===== src/rtl/mul_share_arbiter.sv =====
// mul_share_arbiter: round-robin sharing of one sequential signed
// 32x32 multiplier among NUM_REQ requesters, with a per-op watchdog.
// Ports:
//   clk, rst            clock, async active-high reset
//   req_valid/a/b       per-requester request and packed operands
//   req_grant/done      one-hot pulses: operands latched / result valid
//   res_p, res_err      product (held) and watchdog-abort flag
//   busy                high from grant until the cycle after done
//   mul_start/a/b       start pulse and latched operands to multiplier
//   mul_finish, mul_p   multiplier finish level and product
module mul_share_arbiter #(
  parameter int NUM_REQ = 2,
  parameter int TIMEOUT = 255
) (
  input  logic                    clk,
  input  logic                    rst,
  input  logic [NUM_REQ-1:0]      req_valid,
  input  logic [NUM_REQ*32-1:0]   req_a,
  input  logic [NUM_REQ*32-1:0]   req_b,
  output logic [NUM_REQ-1:0]      req_grant,
  output logic [NUM_REQ-1:0]      req_done,
  output logic [63:0]             res_p,
  output logic                    res_err,
  output logic                    busy,
  output logic                    mul_start,
  output logic [31:0]             mul_a,
  output logic [31:0]             mul_b,
  input  logic                    mul_finish,
  input  logic [63:0]             mul_p
);

  localparam int IW = $clog2(NUM_REQ);

  typedef enum logic [2:0] {
    IDLE,
    START,
    ARM,
    BUSY,
    DONE
  } state_t;

  state_t        state;
  logic [IW-1:0] rr;
  logic [7:0]    cnt;
  logic [7:0]    cnt_nx;
  logic          found;
  logic [IW-1:0] pick;
  logic [IW-1:0] cand;

  assign cnt_nx = cnt + 8'd1;

  // Walk the requesters starting just after the last owner; the first
  // valid one found wins, which gives the round-robin rotation.
  always_comb begin
    found = 1'b0;
    pick  = rr;
    cand  = rr;
    for (int k = 0; k < NUM_REQ; k++) begin
      if (cand == IW'(NUM_REQ - 1)) cand = '0;
      else                          cand = cand + 1'b1;
      if (!found && req_valid[cand]) begin
        found = 1'b1;
        pick  = cand;
      end
    end
  end

  always_ff @(posedge clk or posedge rst) begin
    if (rst) begin
      state     <= IDLE;
      rr        <= IW'(NUM_REQ - 1);
      cnt       <= '0;
      req_grant <= '0;
      req_done  <= '0;
      res_p     <= '0;
      res_err   <= 1'b0;
      busy      <= 1'b0;
      mul_start <= 1'b0;
      mul_a     <= '0;
      mul_b     <= '0;
    end else begin
      req_grant <= '0;
      req_done  <= '0;
      unique case (state)
        IDLE: begin
          if (found) begin
            req_grant <= NUM_REQ'(1) << pick;
            rr        <= pick;
            mul_a     <= req_a[{pick, 5'd0} +: 32];
            mul_b     <= req_b[{pick, 5'd0} +: 32];
            busy      <= 1'b1;
            mul_start <= 1'b1;
            state     <= START;
          end
        end
        START: begin
          mul_start <= 1'b0;
          state     <= ARM;
        end
        // finish may still be high from the previous op here
        ARM: state <= BUSY;
        BUSY: begin
          if (mul_finish) begin
            res_p    <= mul_p;
            res_err  <= 1'b0;
            req_done <= NUM_REQ'(1) << rr;
            state    <= DONE;
          end else if (cnt_nx == 8'(TIMEOUT)) begin
            res_p    <= '0;
            res_err  <= 1'b1;
            req_done <= NUM_REQ'(1) << rr;
            state    <= DONE;
          end else begin
            cnt <= cnt_nx;
          end
        end
        DONE: begin
          busy  <= 1'b0;
          cnt   <= '0;
          state <= IDLE;
        end
        default: state <= IDLE;
      endcase
    end
  end

endmodule


===== config.mk =====
export PLATFORM = sky130hd
export DESIGN_NAME = mul_share_arbiter
export DESIGN_NICKNAME = d
export VERILOG_FILES = /design/src/rtl/mul_share_arbiter.sv
export SDC_FILE = /design/constraint.sdc
export NUM_CORES = 1
export LEC_CHECK = 0
export BUFFER_PORTS_ARGS = -buffer_cell sky130_fd_sc_hd__buf_4
export CORE_MARGIN = 5
export CORE_UTILIZATION = 30
export CTS_CLUSTER_DIAMETER = 100
export DETAILED_ROUTE_END_ITERATION = 12
export GPL_TIMING_DRIVEN = 1
export REMOVE_ABC_BUFFERS = 1
export SKIP_CTS_REPAIR_TIMING = 1
export SLEW_MARGIN = 20
export SYNTH_ARGS = -nofsm -noshare
export SYNTH_HDL_FRONTEND = slang
export SYNTH_SLANG_ARGS = --single-unit

===== constraint.sdc =====
create_clock -name clk -period 9.8 [get_ports clk]
set_input_delay 0 -clock clk [delete_from_list [all_inputs] [get_ports clk]]
set_output_delay 0 -clock clk [all_outputs]
set_load 0.005 [all_outputs]

* Word level (Yosys, flattened, before mapping) *
Cells that the tools add are included.

word-level totals
  flip-flop bits (word level) = 147
  latch bits = 0
  RAM bits = 0
  bits in read-only memories = 0
  output and inout port bits = 135
  logic and storage cells = 71
  memories kept = 0

operators by class
  add/sub/neg operators = 3
  multipliers = 0
  div/mod/pow operators = 0
  magnitude comparators = 2
  eq/ne operators = 9
  shift-type cells = 4
  muxes and demuxes = 29
  bitwise logic cells = 0
  reduce and logical (&&, ||, !) cells = 13

operator list
  operator             count
  $mux 64              2
  $shiftx 64x7->32     2
  $mux 8               2
  $pmux 8 s2           1
  $mux 1               13
  $pmux 3 s4           1
  $mux 2               5
  $reduce_and 2->1     5
  $mux 3               3
  $add 8x1->8 const B  1
  $eq 8x8->1 const B   1
  $reduce_bool 2->1    4
  $eq 3x2->1 const B   2
  $ne 2x2->1 const B   3
  $lt 1x2->1 const B   2
  $pmux 1 s2           2
  $shl 1x1->2 const A  2
  $eq 3x1->1 const B   1
  $eq 3x3->1 const B   1
  $logic_not 3->1      1
  $ne 3x3->1 const B   1
  $reduce_and 3->1     1
  $add 1x1->1 const B  2
  $logic_and 1x1->1    1
  $logic_not 1->1      1

* Longest topological paths before layout *
Gate-level depths: netlist of the first run.

  word-level depth = 11
  gate-level depth with buffers = 9

* Least setup slack after synthesis of the first run *
No wires, ideal clock.

  path type = flip-flop to flip-flop
  start = register cnt[0]
  end = register res_p[53]
  arrival = 1,779 ps
  required time = 9,675 ps
  path slack = 7,896 ps
  cell stages (with the launch flop) = 9
  path buffers = 2
  cells stage by stage = dfrtp_1 > ha_1 > or2b_1 > a21o_1 > a211oi_2 > a21o_2 > buf_6 > buf_12 > o21ai_2

between the ends
  cells in the longest elaborated chain, start to end = 4

RTL lines
  element                      line  RTL
  start, declared              44    logic [7:0] cnt;
  start signal, assigned       114   cnt <= cnt_nx;
  $add 8x1->8                  50    assign cnt_nx = cnt + 8'd1;
  $eq 8x8->1                   108   end else if (cnt_nx == 8'(TIMEOUT)) begin
  $reduce_bool 2->1 (no line)  n/a
  $reduce_and 2->1 (no line)   n/a
  end signal, assigned         104   res_p <= mul_p;
  end, declared                22    output logic [63:0] res_p,

No other way between the ends.
A chain may end at the register's enable or synchronous reset.

* Worst setup path in the final report of the first run *
  start = register rr
  end = register mul_a[2]

between the ends
  cells in the longest elaborated chain, start to end = 9

RTL lines
  element                                                                 line    RTL
  start, declared                                                         43      logic [IW-1:0] rr;
  start signal, assigned                                                  71      rr <= IW'(NUM_REQ - 1);
  start signal, assigned                                                  88      rr <= pick;
  $add 1x1->1                                                             60      else cand = cand + 1'b1;
  $mux 1                                                                  59      if (cand == IW'(NUM_REQ - 1)) cand = '0;
  $add 1x1->1 / $mux 1 (equally long branches)                            60, 61
  $mux 1, on equally long branches                                        59, 61
  $mux 1 (not written as such)                                            61      if (!found && req_valid[cand]) begin
  $mux 1 (not written as such) / $logic_not 1->1 (equally long branches)  61
  $logic_and 1x1->1                                                       61
  $mux 1                                                                  61
  $shiftx 64x7->32 / $reduce_and 2->1 (equally long branches)             n/a
  end signal, assigned                                                    89      mul_a <= req_a[{pick, 5'd0} +: 32];
  end, declared                                                           26      output logic [31:0] mul_a,

Several ways; a longest one is shown, not always the timed one. The select of a mux whose other input is x is not followed.

==> impl_metrics.csv, run 1 <==
group,metric,value,unit
run_status,outcome,"completed",
floorplan,core_area,22600,um^2
floorplan,ioPinCount,332,
yosys,synth_ff_type,"dfrtp_1",
clock_tree,htree_levels,4,
global_routing,grt_pass1_vias,6080,
worst_setup_path,crit_path_end_kind,"flip-flop",
place,dp_slack,7.19,ns
global_routing,grt_usage,0.162,
timing,maxSlewHeadroom,0.281,
worst_setup_path,worstPathRequired,10.05,ns
clock_tree,numClockSinks,147,
worst_setup_path,cp_cell_sequence,"mux2i_4, buf_4, mux2i_1, dlygate4sd3_1, a21oi_1",
global_routing,grt_max_degree,107,
timing,rsz0062_at_grt,"false",
floorplan,dieArea,25900,um^2
routing,drtIter0Drc,338,
clock_tree,cts_root_buf,"clkbuf_16",
yosys,synth_cell_type_count,43,
yosys,ys_ff_latch,147,
floorplan,rows,55,
timing,drv_slew,0,
layout,final_cell_mix,"338 x buf_4, 197 x dlygate4sd3_1, 146 x dfrtp_1, 74 x nor2_1, 68 x inv_1",
routing,drt-wirelength-per-cell,16.6,um
routing,vias_per_cell,4.70,
power,p_per_area,260,nW/um^2
routing,post-route-drc-count,0,
layout,area_growth,76.7,%
timing,setup_ws,6.72,ns
timing,fin_tns_setup,0,ns
yosys,synthArstFlopShare,1.00,
worst_setup_path,crit_fanout,59,
layout,fillerInstances,2021,
worst_setup_path,regToRegStartpoint,"rr",
layout,layout_commonest_cell,"buf_4",
yosys,ys_seq_area_frac,0.538,
worst_setup_path,critPathKind,"flip-flop to flip-flop",
worst_setup_path,cp_slowest_cell,"buf_4",
yosys,syn_area_per_cell,10.3,um^2
worst_setup_path,critPathLaunchType,"flip-flop",
global_routing,grt_overflow_total,0,
clock_tree,cts_tree,"done",
worst_hold_path,hp-class,"input port to async pin",
clock_tree,clkLatencyLatePin,0.42,ns
timing,hold_violations,0,
timing,max_freq,325,MHz
floorplan,initial_core_util,0.303,
routing,vias,6894,
global_routing,grt_first_pass_wirelength,33700,um
timing,period_share,0.314,
clock_tree,cts_buffers,17,
floorplan,fp.dieH,161,um
routing,ant_nets,0,
power,ir_drop,0.135,mV
routing,firstDrtPassIters,4,
power,p_leak,0.00586,uW
worst_setup_path,path_buf_inv,2,
job,cap_violations,0,
timing,tightest_slew,1.08,ns
floorplan,die_w,161,um
routing,drt_wl_total,24400,um
place,dp_hpwl,15600,um
yosys,synth_cells,662,
timing,skew,0.0160,ns
place,gp_congestion,0.834,
layout,layout-drive-gt1-share,0.349,
global_routing,antenna_found_initial,0,
place,io_buffers,331,
yosys,syn_area,6840,um^2
layout,diodes,0,
worst_setup_path,path_delay_family,"buffers and inverters",
clock_tree,path_clk_slew,0.07,ns
clock_tree,clockBufferDepth,2,
layout,nets,1368,
yosys,yosys_warnings,0,
worst_setup_path,setup.worst_path.start,"rr",
yosys,synth_edf_count,0,
worst_setup_path,max_stage_delay,0.84,ns
timing,min_period,3.08,ns
timing,setup_viol,0,
worst_setup_path,cp.arrival,3.33,ns
[per-layer routing]
layer	track usage	routed length, um
met5	0	0
met4	0.0504	729
met3	0.0500	1160
met2	0.284	13200
met1	0.191	9280
[worst reg2reg max path: cells and delay by family (launching register included)]
family / cells / cell delay (ns)
AO/OA/AOI/OAI: 1 / 0.07
buffers and inverters: 2 / 1.43
flip-flops: 1 / 0.59
multiplexers: 2 / 0.83
[worst paths after layout]
kind | to | slack, ns | cells past startpoint
max | mul_a[2] | 6.72 | 5
min | mul_b[0] | 0.27 | 3
max reg2reg | mul_a[2] | 6.72 | 5
min reg2reg | busy | 0.48 | 1
max in group asynchronous | cnt[5] | 8.09 | 4
min in group clk | res_p[12] | 0.36 | 4
[flip-flops by register name, indices dropped and copies added, names as in the netlist]
name / cells
busy: 1
cnt: 8
mul_a: 32
mul_b: 32
mul_start: 1
req_done: 2
req_grant: 2
res_err: 1
res_p: 64
rr: 1
state: 3
[cells by family (layout without fill, tap and decap cells)]
| group | count (synthesis) | after routing | synth area share |
|---|---|---|---|
| DFF | 147 | 147 | 0.538 |
| adders and majority gates | 2 | 2 | 0.00366 |
| xor gates and xnor gates | 3 | 3 | 0.00384 |
| muxes | 67 | 67 | 0.0981 |
| buffers and inverters | 116 | 635 | 0.0763 |
| AOI/OAI and AO/OA | 216 | 216 | 0.207 |
| and+or+nand+nor | 111 | 111 | 0.0723 |
[metrics by stage]
stage / hold slack (ns) / total power, uW / util / area [um^2] / instances
floorplan: 0.139 / 1750 / - / 6570 / 615
global placement: 0.205 / 2320 / 0.421 / 9500 / 1238
detailed placement: 0.199 / 2340 / 0.421 / 9500 / 1238
CTS: -0.257 / 3040 / 0.448 / 10100 / 1269
global route: 0.343 / 3360 / 0.535 / 12100 / 1466
finish: 0.271 / 3140 / 0.535 / 12100 / 1466
[where the power goes]
| group | leakage (uW) | internal (uW) | switching (uW) | total, uW |
|---|---|---|---|---|
| registers | 0.00160 | 870 | 192 | 1060 |
| clock network | 0.000282 | 405 | 275 | 680 |
| logic | 0.00398 | 756 | 638 | 1390 |
[layout make-up]
| cell class | instances | area, um^2 | area share |
|---|---|---|---|
| Clock buffer | 18 | 429 | 0.0355 |
| Clock inverter | 13 | 175 | 0.0145 |
| Inverter | 69 | 264 | 0.0219 |
| Multi-Input combinational cell | 399 | 2660 | 0.220 |
| Sequential cell | 147 | 3680 | 0.305 |
| Tap cell | 285 | 357 | 0.0295 |
| Timing Repair Buffer | 535 | 4510 | 0.373 |
[cells in the mapped netlist (all sizes together) (2+ instances only)]
library cell,number,area [um^2]
a21o,5,38.8
a21oi,66,330
a221oi,3,26.3
a22oi,64,480
a31o,3,26.3
and2,2,12.5
and3,2,12.5
buf,28,191
clkbuf,19,71.3
dfrtp,146,3650
ha,2,25.0
inv,69,259
mux2i,67,671
nand2,8,30.0
nand2b,3,18.8
nand3,8,40.0
nand4,2,12.5
nor2,75,282
nor3,2,10.0
o21ai,69,458
or2,2,12.5
xnor2,2,17.5
No activity file was read; power rests on OpenSTA's default activity.
==> run 2, diff against run 1 <==
==> constraint.sdc (replaced) <==
create_clock -name clk -period 3.1 [get_ports clk]
set_input_delay 0 -clock clk [delete_from_list [all_inputs] [get_ports clk]]
set_output_delay 0 -clock clk [all_outputs]
set_load 0.005 [all_outputs]
==> impl_metrics.csv, run 2 (synthesis gave the netlist of run 1 again) <==
group,metric,value,unit
run_status,outcome,"finished, violations left",
run_status,violations,"negative hold slack",
floorplan,dieArea,25900,um^2
clock_tree,clkLatencyLatePin,0.41,ns
floorplan,die_w,161,um
worst_setup_path,crit_path_end_kind,"flip-flop",
worst_setup_path,worstPathRequired,3.36,ns
layout,layout_commonest_cell,"buf_4",
timing,min_period,2.72,ns
place,io_buffers,331,
layout,area_growth,77.8,%
worst_hold_path,hp-class,"input port to flip-flop",
layout,top_register,"res_p",
routing,vias,6877,
layout,layout.cells.non_filler,1470,
worst_setup_path,critPathLaunchType,"flip-flop",
worst_setup_path,critPathKind,"flip-flop to flip-flop",
timing,maxSlewHeadroom,0.368,
power,p_total,9980,uW
layout,seqCellArea,3680,um^2
layout,final_cell_mix,"339 x buf_4, 194 x dlygate4sd3_1, 146 x dfrtp_1, 74 x nor2_1, 68 x inv_1",
floorplan,initial_core_util,0.303,
floorplan,fp.dieH,161,um
floorplan,core_area,22600,um^2
power,p_per_area,821,nW/um^2
timing,drv_slew,0,
layout,largestRegisters,"res_p (64), mul_a (32), mul_b (32)",
place,dp_hpwl,15500,um
layout,multi_input_area,2660,um^2
routing,drtIter0Drc,391,
worst_setup_path,rrSetupSlack,0.38,ns
routing,firstDrtPassIters,4,
clock_tree,cts_root_buf,"clkbuf_16",
timing,hold_violations,1,
timing,max_freq,368,MHz
layout,fillerInstances,1937,
routing,drt_wl_total,23700,um
clock_tree,htree_levels,4,
clock_tree,path_clk_slew,0.06,ns
layout,diodes,0,
timing,skew,0.0154,ns
clock_tree,cts_buffers,17,
worst_setup_path,cp.arrival,2.98,ns
clock_tree,cts_tree,"done",
clock_tree,clockBufferDepth,2,
worst_setup_path,crit_fanout,25,
timing,rsz0062_at_grt,"false",
global_routing,grt_pass1_vias,5933,
timing,setup_viol,0,
global_routing,grt_usage,0.161,
timing,period_share,0.877,
routing,vias_per_cell,4.68,
layout,largest_reg_flops,64,
layout,layout-drive-gt1-share,0.353,
clock_tree,numClockSinks,147,
routing,ant_nets,0,
floorplan,ioPinCount,332,
routing,drt-wirelength-per-cell,16.1,um
place,gp_congestion,0.826,
routing,post-route-drc-count,0,
timing,hold_slack,-0.0350,ns
global_routing,grt_max_degree,133,
place,place_inst,1244,
place,place_area,9610,um^2
layout,stdcell_area,12200,um^2
global_routing,antenna_found_initial,0,
timing,tightest_slew,0.929,ns
global_routing,grt_first_pass_wirelength,33200,um
global_routing,grt_overflow_total,0,
floorplan,rows,55,
power,ir_drop,0.590,mV
job,cap_violations,0,
layout,nets,1371,
power,p_leak,0.00590,uW
run 2: cell count changes in the layout (fill, tap and decap cells not counted), sizes merged:
cell / delta
buf: +6
clkbuf: +1
clkinv: -1
dlygate4sd3: -3
inv: +1
run 2: power by group:
part	internal, uW	switching (uW)	total [uW]
combinational	2440	2040	4480
sequential	2750	601	3350
clock	1280	865	2150
run 2: final timing paths:
kind                            from   endpoint  depth (start not counted)
setup / recovery                  rr   mul_a[2]                          5
hold / removal             req_a[63]  mul_a[31]                          3
setup reg to reg                  rr   mul_a[2]                          5
hold reg to reg                 busy       busy                          1
max in group asynchronous        rst  mul_b[16]                          4
min in group asynchronous        rst   res_p[8]                          3
run 2: per-stage QoR:
| step | worst slack (ns) | utilization | TNS [ns] |
|---|---|---|---|
| after detailed placement | 0.651 | 0.426 | 0 |
| after global placement | 0.698 | 0.426 | 0 |
| after global routing | 0.241 | 0.539 | 0 |
| after CTS | 0.656 | 0.452 | 0 |
| after floorplan | -3.26 | - | -432.24 |
| final | 0.380 | 0.539 | 0 |
run 2: critical path, stage by stage (launching register included):
cell,delay [ns]
dfstp_2,0.60
mux2i_4,0.80
buf_12,0.30
mux2i_1,0.22
dlygate4sd3_1,0.57
a21oi_1,0.06
run 2: layout make-up:
class / instances / share of cell area
Clock inverter: 13 / 0.0142
Timing Repair Buffer: 538 / 0.377
Multi-Input combinational cell: 399 / 0.219
Clock buffer: 19 / 0.0356
Inverter: 69 / 0.0217
Sequential cell: 147 / 0.303
Tap cell: 285 / 0.0293
run 2: routing by layer:
metal | global-route usage | routed length [um]
met1 | 0.192 | 9320
met2 | 0.283 | 12800
met3 | 0.0441 | 1120
met4 | 0.0477 | 456
met5 | 0 | 0
==> run 3, diff against run 2 <==
--- a/config.mk
+++ b/config.mk
@@ -5,11 +5,11 @@
 export SDC_FILE = /design/constraint.sdc
 export NUM_CORES = 1
 export LEC_CHECK = 0
-export BUFFER_PORTS_ARGS = -buffer_cell sky130_fd_sc_hd__buf_4
 export CORE_MARGIN = 5
 export CORE_UTILIZATION = 30
 export CTS_CLUSTER_DIAMETER = 100
 export DETAILED_ROUTE_END_ITERATION = 12
+export DONT_BUFFER_PORTS = 1
 export GPL_TIMING_DRIVEN = 1
 export REMOVE_ABC_BUFFERS = 1
 export SKIP_CTS_REPAIR_TIMING = 1
==> impl_metrics.csv, run 3 <==
group,metric,value,unit
run_status,outcome,"stopped before the end",
run_status,lastStage,"global routing",
run_status,error_line,"[ERROR RSZ-0060] Max buffer count reached.",
floorplan,die_w,161,um
yosys,yosys-top-cells-count,"146 x dfrtp_1, 75 x nor2_1, 69 x inv_1",
yosys,synth_ff_type,"dfrtp_1",
clock_tree,cts_buffers,17,
clock_tree,clockBufferDepth,2,
place,dp_slack,0.859,ns
yosys,ys_seq_area_frac,0.538,
yosys,ys_ff_latch,147,
place,io_buffers,0,
yosys,synth_area_leaders,"dfrtp_1 53%, mux2i_1 9.8%, a22oi_1 7.0%",
clock_tree,htree_levels,4,
floorplan,ioPinCount,332,
yosys,syn_area_per_cell,10.3,um^2
yosys,synthArstFlopShare,1.00,
yosys,synth_top_cell_area_share,0.535,
place,place_inst,910,
place,dp_hpwl,12900,um
floorplan,rows,55,
clock_tree,cts_root_buf,"clkbuf_16",
floorplan,initial_core_util,0.303,
yosys,syn_area,6840,um^2
place,gp_congestion,0.758,
yosys,yosysMostFrequentCell,"dfrtp_1",
yosys,synth_cell_type_count,43,
floorplan,fp.dieH,161,um
yosys,synth_cells,662,
yosys,synth_edf_count,0,
yosys,yosys_warnings,0,
global_routing,grt_max_degree,82,
clock_tree,numClockSinks,147,
yosys,synth_area_leader_cell,"dfrtp_1",
## run 3: cell counts after synthesis
No cell type changed its count.
## run 3: cells by family after synthesis
| logic type | synth area share |
|---|---|
| mux | 0.0981 |
| fa+ha+maj | 0.00366 |
| compound gates | 0.207 |
| buf+inv | 0.0763 |
| xor+xnor | 0.00384 |
| flops | 0.538 |
| simple gates | 0.0723 |
## run 3: metrics by stage
stage	instance area (um^2)	hold slack (ns)
2_1_floorplan	6570	0.139
3_3_place_gp	7090	0.0553
3_5_place_dp	7090	0.0530
4_1_cts	7630	-0.397
==> run 4, diff against run 3 <==
--- a/config.mk
+++ b/config.mk
@@ -6,11 +6,11 @@
 export NUM_CORES = 1
 export LEC_CHECK = 0
 export CORE_MARGIN = 5
-export CORE_UTILIZATION = 30
-export CTS_CLUSTER_DIAMETER = 100
+export CORE_UTILIZATION = 20
 export DETAILED_ROUTE_END_ITERATION = 12
 export DONT_BUFFER_PORTS = 1
 export GPL_TIMING_DRIVEN = 1
+export PLACE_DENSITY_LB_ADDON = 0.15
 export REMOVE_ABC_BUFFERS = 1
 export SKIP_CTS_REPAIR_TIMING = 1
 export SLEW_MARGIN = 20
==> impl_metrics.csv, run 4 (synthesis gave the netlist of run 1 again) <==
group,metric,value,unit
run_status,outcome,"completed",
place,place_inst,1070,
power,pwr-share-seq,0.424,
worst_setup_path,critPathKind,"flip-flop to flip-flop",
power,p_comb_frac,0.333,
routing,ant_nets,0,
timing,setup_viol,0,
clock_tree,clkLatencyLatePin,0.43,ns
power,p_per_area,877,nW/um^2
floorplan,die_w,195,um
routing,drtIter0Drc,275,
worst_setup_path,worstPathRequired,3.38,ns
global_routing,grt_overflow_total,0,
worst_hold_path,hp-class,"input port to async pin",
floorplan,initial_core_util,0.203,
clock_tree,path_clk_slew,0.06,ns
floorplan,rows,67,
timing,tightest_slew,0.783,ns
layout,fin_util,0.292,
clock_tree,cts_buffers,17,
power,p_leak,0.00431,uW
layout,stdcell_area,9830,um^2
timing,skew,0.0108,ns
floorplan,dieArea,38000,um^2
power,p_sw,3240,uW
power,internal_power,5370,uW
routing,vias,5562,
timing,rsz0062_at_grt,"false",
timing,maxSlewHeadroom,0.478,
floorplan,ioPinCount,332,
layout,largestRegisters,"res_p (64), mul_a (32), mul_b (32)",
layout,layout-drive-gt1-share,0.0952,
layout,nets,1037,
global_routing,antenna_found_initial,0,
worst_setup_path,crit_path_end_kind,"flip-flop",
layout,layout_commonest_cell,"dlygate4sd3_1",
worst_setup_path,crit_fanout,66,
layout,layout.cells.non_filler,1299,
layout,area_growth,43.8,%
timing,min_period,2.53,ns
timing,max_freq,396,MHz
power,swShare,0.376,
power,ir_drop,0.503,mV
place,gp_congestion,0.787,
worst_setup_path,critPathLaunchType,"flip-flop",
place,io_buffers,0,
timing,period_share,0.815,
power,clkPwrFrac,0.244,
layout,final_cell_mix,"197 x dlygate4sd3_1, 146 x dfrtp_1, 74 x nor2_1, 68 x inv_1",
global_routing,grt_pass1_vias,4846,
layout,fillerInstances,3476,
routing,drt_wl_total,21900,um
clock_tree,numClockSinks,147,
floorplan,core_area,33600,um^2
routing,post-route-drc-count,0,
routing,firstDrtPassIters,5,
job,cap_violations,0,
clock_tree,cts_root_buf,"clkbuf_16",
clock_tree,htree_levels,4,
clock_tree,cts_tree,"done",
timing,hold_violations,0,
place,place_area,7270,um^2
routing,vias_per_cell,4.28,
layout,largest_reg_flops,64,
timing,drv_slew,0,
floorplan,fp.dieH,195,um
place,dp_hpwl,14600,um
layout,diodes,0,
routing,drt-wirelength-per-cell,16.8,um
clock_tree,clockBufferDepth,2,
layout,top_register,"res_p",
worst_setup_path,cp.arrival,2.80,ns
global_routing,grt_usage,0.105,
global_routing,grt_max_degree,133,
global_routing,grt_first_pass_wirelength,31000,um
-- run 4: per-stage QoR --
step	setup slack [ns]	setup TNS, ns	hold WS (ns)	power, uW
6_report	0.574	0	0.0416	8620
5_1_grt	0.506	0	0.0500	9280
4_1_cts	0.837	0	-0.617	8420
3_5_place_dp	0.862	0	-0.131	6230
3_3_place_gp	0.897	0	-0.141	6130
2_1_floorplan	-3.26	-432.24	0.139	5550
-- run 4: worst max-delay path: stages (launching register included) --
cell and delay, ns:
dfstp_2 0.60, mux2i_4 0.26, buf_12 0.35, mux2i_1 0.34, dlygate4sd3_1 0.63, a21oi_1 0.08
-- run 4: final cells by class --
| cell class | instances | area, um^2 | share of cell area |
|---|---|---|---|
| Multi-Input combinational cell | 399 | 2660 | 0.271 |
| Timing Repair Buffer | 204 | 2070 | 0.211 |
| Clock inverter | 11 | 129 | 0.0131 |
| Inverter | 69 | 264 | 0.0269 |
| Sequential cell | 147 | 3680 | 0.374 |
| Tap cell | 448 | 561 | 0.0570 |
| Clock buffer | 21 | 460 | 0.0468 |
-- run 4: metal layers --
| layer | global-route usage | routed length, um | vias up |
|---|---|---|---|
| met5 | 0 | 0 | - |
| met4 | 0.0486 | 452 | 0 |
| met3 | 0.0345 | 1260 | 24 |
| met2 | 0.173 | 11700 | 162 |
| met1 | 0.123 | 8480 | 2722 |
| li1 | - | - | 2654 |
-- run 4: power groups by stage --
stage	clock network (uW)	logic, uW	registers (uW)
after CTS	2200	2530	3690
after floorplan	0	2190	3350
after global routing	2260	3240	3770
final	2100	2870	3650
after global placement	0	2410	3720
after detailed placement	0	2520	3710
-- run 4: path summary, 6_finish.rpt --
check,startpoint,to,slack [ns],cells past startpoint
worst min-delay path,rst,mul_b[7],0.04,2
max in group asynchronous,rst,res_p[52],2.14,3
worst max-delay path,rr,mul_a[19],0.57,5
worst max register to register,rr,mul_a[19],0.57,5
worst min register to register,busy,busy,0.53,1
min in group clk,req_valid[1],req_grant[1],0.05,3
